File: config.mk
export PLATFORM = sky130hd
export DESIGN_NAME = mult64_arbiter
export DESIGN_NICKNAME = d
export VERILOG_FILES = /design/src/rtl/mult64_arbiter.sv
export SDC_FILE = /design/constraint.sdc
export NUM_CORES = 1
export LEC_CHECK = 0
export CAP_MARGIN = 0
export CORE_AREA = 2 2 359 361
export CTS_CLUSTER_DIAMETER = 120
export CTS_CLUSTER_SIZE = 30
export DETAILED_ROUTE_END_ITERATION = 16
export DIE_AREA = 0 0 361 363
export HOLD_SLACK_MARGIN = 0.06
export MAX_ROUTING_LAYER = met4
export PLACE_DENSITY = 0.34
export RECOVER_POWER = 50
export SETUP_SLACK_MARGIN = 0.1
export SYNTH_ARGS = -nofsm -noshare
export SYNTH_HDL_FRONTEND = slang
export SYNTH_SLANG_ARGS = --single-unit
export TNS_END_PERCENT = 50
File: constraint.sdc
create_clock -name clk -period 1.6 [get_ports clk]
set_input_delay 0.4 -clock clk [delete_from_list [all_inputs] [get_ports clk]]
set_output_delay 0.4 -clock clk [all_outputs]
set_load 0.1 [all_outputs]
File: src/rtl/mult64_arbiter.sv
// Shares one registered multiplier among NREQ valid/ready requesters and routes products back by tag.
// Define MULT64_ARB_RR_EN for round-robin arbitration; otherwise the lowest valid index wins.
module mult64_arbiter #(
    parameter int NREQ  = 4,
    parameter int WIDTH = 64,
    parameter int LAT   = 1
) (
    input  logic                    clk,
    input  logic                    rst,
    input  logic [NREQ-1:0]         req_valid,
    output logic [NREQ-1:0]         req_ready,
    input  logic [NREQ*WIDTH-1:0]   req_a,
    input  logic [NREQ*WIDTH-1:0]   req_b,
    output logic [NREQ-1:0]         rsp_valid,
    output logic [2*WIDTH-1:0]      rsp_c,
    output logic [WIDTH-1:0]        mul_a,
    output logic [WIDTH-1:0]        mul_b,
    input  logic [2*WIDTH-1:0]      mul_c,
    output logic                    idle
);

    localparam int IW = (NREQ > 1) ? $clog2(NREQ) : 1;

    logic [NREQ-1:0] grant;
    logic [IW-1:0]   gidx;
    logic            found;
    logic            accept;
    int              pos;

    logic [LAT:0]    tv;
    logic [IW-1:0]   ti [0:LAT];
    logic [NREQ-1:0] rsp_vq;

`ifdef MULT64_ARB_RR_EN
    logic [IW-1:0]   ptr;

    always_ff @(posedge clk) begin
        if (rst) begin
            ptr <= '0;
        end else if (accept) begin
            ptr <= (int'(gidx) == NREQ - 1) ? '0 : gidx + 1'b1;
        end
    end
`endif

    always_comb begin
        grant = '0;
        gidx  = '0;
        found = 1'b0;
        pos   = 0;
        for (int k = 0; k < NREQ; k++) begin
`ifdef MULT64_ARB_RR_EN
            pos = int'(ptr) + k;
            if (pos >= NREQ) pos = pos - NREQ;
`else
            pos = k;
`endif
            if (!found && req_valid[pos]) begin
                found = 1'b1;
                gidx  = IW'(pos);
            end
        end
        if (!rst && found) grant[gidx] = 1'b1;
    end

    assign accept    = |grant;
    assign req_ready = grant;

    always_ff @(posedge clk) begin
        if (rst) begin
            mul_a <= '0;
            mul_b <= '0;
        end else if (accept) begin
            mul_a <= req_a[int'(gidx)*WIDTH +: WIDTH];
            mul_b <= req_b[int'(gidx)*WIDTH +: WIDTH];
        end
    end

    // Tag pipe runs free; its depth lines the owner up with mul_c.
    always_ff @(posedge clk) begin
        if (rst) begin
            tv <= '0;
            for (int i = 0; i <= LAT; i++) ti[i] <= '0;
        end else begin
            tv[0] <= accept;
            ti[0] <= gidx;
            for (int i = 1; i <= LAT; i++) begin
                tv[i] <= tv[i-1];
                ti[i] <= ti[i-1];
            end
        end
    end

    always_ff @(posedge clk) begin
        if (rst) begin
            rsp_vq <= '0;
            rsp_c  <= '0;
        end else if (tv[LAT]) begin
            rsp_vq <= {{(NREQ-1){1'b0}}, 1'b1} << ti[LAT];
            rsp_c  <= mul_c;
        end else begin
            rsp_vq <= '0;
        end
    end

    // A pulse already registered when reset arrives belongs to a discarded op.
    assign rsp_valid = rsp_vq & {NREQ{~rst}};
    assign idle      = ~(|tv) & ~accept;

endmodule

==> metrics <==
largest net degree at the start of global routing=54; final period utilization=111.9%; critical path class=primary input to output port; Levels on crit path=5; synth top area cells=dfxtp_1 39%, mux2i_1 9.5%, a221oi_1 8.3%; max_slew headroom=56.24%; GRT Residual Overflow=0; Ports=911; nets=3177; R2R cell count=5; Yosys warning total=0; Worst setup EP type=output port; clk_skew=0.03513 ns; status=finished, violations left; RSZ-0062 raised after global routing=true; critical path arrival=1.39 ns; Worst R2R Setup Slack=0.29 ns; Post-Syn Area per Cell=8.515 sq um; WL per Instance=22.46 microns; Yosys top cell by area=dfxtp_1; PD cells=770.5 nW/um^2; worst reg2reg endpoint=rsp_c[36]$_SDFFE_PP0P_; Post-Syn Nets=2237; fill cell count=13740; sequential area share after synthesis=39.31%; H-tree Lvls=1; Num CTS Buffers=20; critical path startpoint category=primary input; final-report max-slew violation count=0; final worst slack=-0.1910 ns; count of endpoints failing setup in the final report=7; CP max FO=5; CTS Sinks=266; crit path from=req_valid[1]; worst hold slack=0.2241 ns; Lkg Pwr=12.20 nW; violated checks=negative setup slack; vias in the first global route=16050; Port Buffers=910; Placer Congestion=0.7905; share of cells above drive strength 1=28.84%; Synth Register Bits=266; clock root buffer=clkbuf_16; Starting Density=10.67%; Synth top area share=39.31%; Detail Placement HPWL=78.17 mm; die area=131000 sq um; Worst VDD drop=663.5 uV; crit-path cells=buf_12 > nor4b_4 > buf_4 > nor2b_4 > buf_12; Area Overhead vs Synth=119.8%; gr usage total=14.20%; first-pass GRT wire length=128.2 mm; minimum clock period=1.791 ns; initial antenna violation count=49; Final Hold Fails=0; Vias/cell=3.628; Clock Pin Slew Worst Setup and Hold Paths=0.11 ns; Total Wirelength=95.28 mm; Pwr Total=22.95 mW; CP required=1.20 ns; CP max stage cell=nor4b_4; Die W=361 microns; DRT Pass-1 Iters=5; Worst Hold Class=primary input to flip-flop; Maximum Capacitance Violations=0; Post-route DRC=0; CP most frequent cell=buf_12; Buf+Inv Stages, Crit Path=3; setup tns final=-0.6485 ns; crit-path max cell delay=0.30 ns; CP delay by family, top=buffers and inverters; Yosys cell types=24; Die Span Y=363 microns; clk buf depth=3; Detail Route Antenna Nets=0; Worst-Skew Late Latency=0.60 ns; Syn Inst Count=1591; Row Count=131; worst reg2reg path startpoint=tv[1]$_SDFF_PP0_; fmax=0.5584 GHz; CTS tree=done; vias=15390; Cell Area, Synth=13550 sq um; Worst Tran Pin Value=0.6508 ns; core area=127000 sq um; crit path to=req_ready[3]; Initial DRC Count=726
==> sequential cells by signal, indices dropped and copies added, names as in the netlist <==
register,cells
mul_a,64
rsp_c,128
tv,2
mul_b,64
rsp_vq,4
ti,4
==> final cells by class <==
class | count | area (sq um) | share of cell area [%]
Sequential cell | 266 | 5771 | 19.38
Inverter | 257 | 967.2 | 3.247
Multi-Input combinational cell | 923 | 6559 | 22.02
Antenna cell | 35 | 87.58 | 0.2941
Tap cell | 1662 | 2079 | 6.982
Clock buffer | 21 | 525.5 | 1.764
Timing Repair Buffer | 1063 | 13530 | 45.43
Clock inverter | 15 | 262.8 | 0.8822
==> worst min path at each step <==
| stage | end | from | cells past startpoint | slack [ns] |
|---|---|---|---|---|
| detailed placement | ti[0][3]$_SDFF_PP0_ | ti[0][1]$_SDFF_PP0_ | 1 | 0.43 |
| global route | rsp_vq[2]$_SDFF_PP0_ | rst | 3 | 0.18 |
| finish | rsp_vq[2]$_SDFF_PP0_ | rst | 3 | 0.22 |
| global placement | ti[0][3]$_SDFF_PP0_ | ti[0][1]$_SDFF_PP0_ | 1 | 0.42 |
| floorplan | ti[0][2]$_SDFF_PP0_ | ti[0][0]$_SDFF_PP0_ | 1 | 0.41 |
| CTS | ti[0][1]$_SDFF_PP0_ | req_valid[0] | 4 | 0.16 |
==> where the power goes <==
group / internal (mW) / switching (mW)
combinational: 4.02 / 4.94
sequential: 7.11 / 0.483
clock: 2.73 / 3.67
==> synthesized netlist by cell type, drive strengths merged <==
cell type,instances
dfxtp,266
nor2b,137
a21oi,2
nor3b,2
mux2i,128
inv,257
a22o,128
clkbuf,61
nor3,5
nor4bb,2
a221oi,128
nor4,1
nor2,130
nand2,128
nor4b,2
or2,1
and4b,1
o31ai,128
buf,84
==> cell families (layout without fill, tap and decap cells) <==
group	after synthesis	in the layout	share of synthesized area, %
AO/OA/AOI/OAI	386	386	23.72
buffers and inverters	402	1356	13.03
flip-flops	266	266	39.31
multiplexers	128	128	9.457
other	0	35	0
AND/OR/NAND/NOR	409	409	14.49
==> per-layer routing <==
layer	GRT usage [%]	share of wire (%)	vias to the layer above
li1	-	-	7416
met1	14.27	36	7253
met2	25.18	52	636
met3	5.554	9.3	87
met4	4.553	2.9	0
met5	-	0	-
==> worst register-to-register path, delay by kind of cell (launching register included) <==
family / cells / cell delay, ns
buffers and inverters: 3 / 0.51
flip-flops: 1 / 0.38
multiplexers: 1 / 0.23
AND/OR/NAND/NOR: 1 / 0.05
==> per-stage QoR <==
step	util, %	area, sq um	std cells	setup slack, ns
floorplan	-	13700	1591	-0.4267
global placement	22.18	28170	4151	-1.129
detailed placement	22.18	28170	4151	-1.103
CTS	23.30	29600	4203	-0.2811
global route	23.45	29780	4242	-0.2465
finish	23.45	29780	4242	-0.1910
==> layout by cell type, fill, tap and decap left out, drive strengths merged, types with 8 or more instances in the layout <==
master / count
a22o: 128
diode: 35
a221oi: 128
mux2i: 128
nor2b: 137
nand2: 128
o31ai: 128
nor2: 130
dfxtp: 266
clkdlybuf4s50: 640
clkbuf: 22
inv: 264
buf: 417
clkinv: 8
==> what timing repair did <==
item / in CTS / in global routing
cloned: 3 / 0
setup buffers: 11 / 4
endpoints found under the hold margin: 2 / 0
hold buffers: 2 / 0
pin swaps: 5 / 4
setup endpoints to repair: 393 / 264
resized for setup: 307 / 24
No activity file was read; power rests on OpenSTA's default activity.
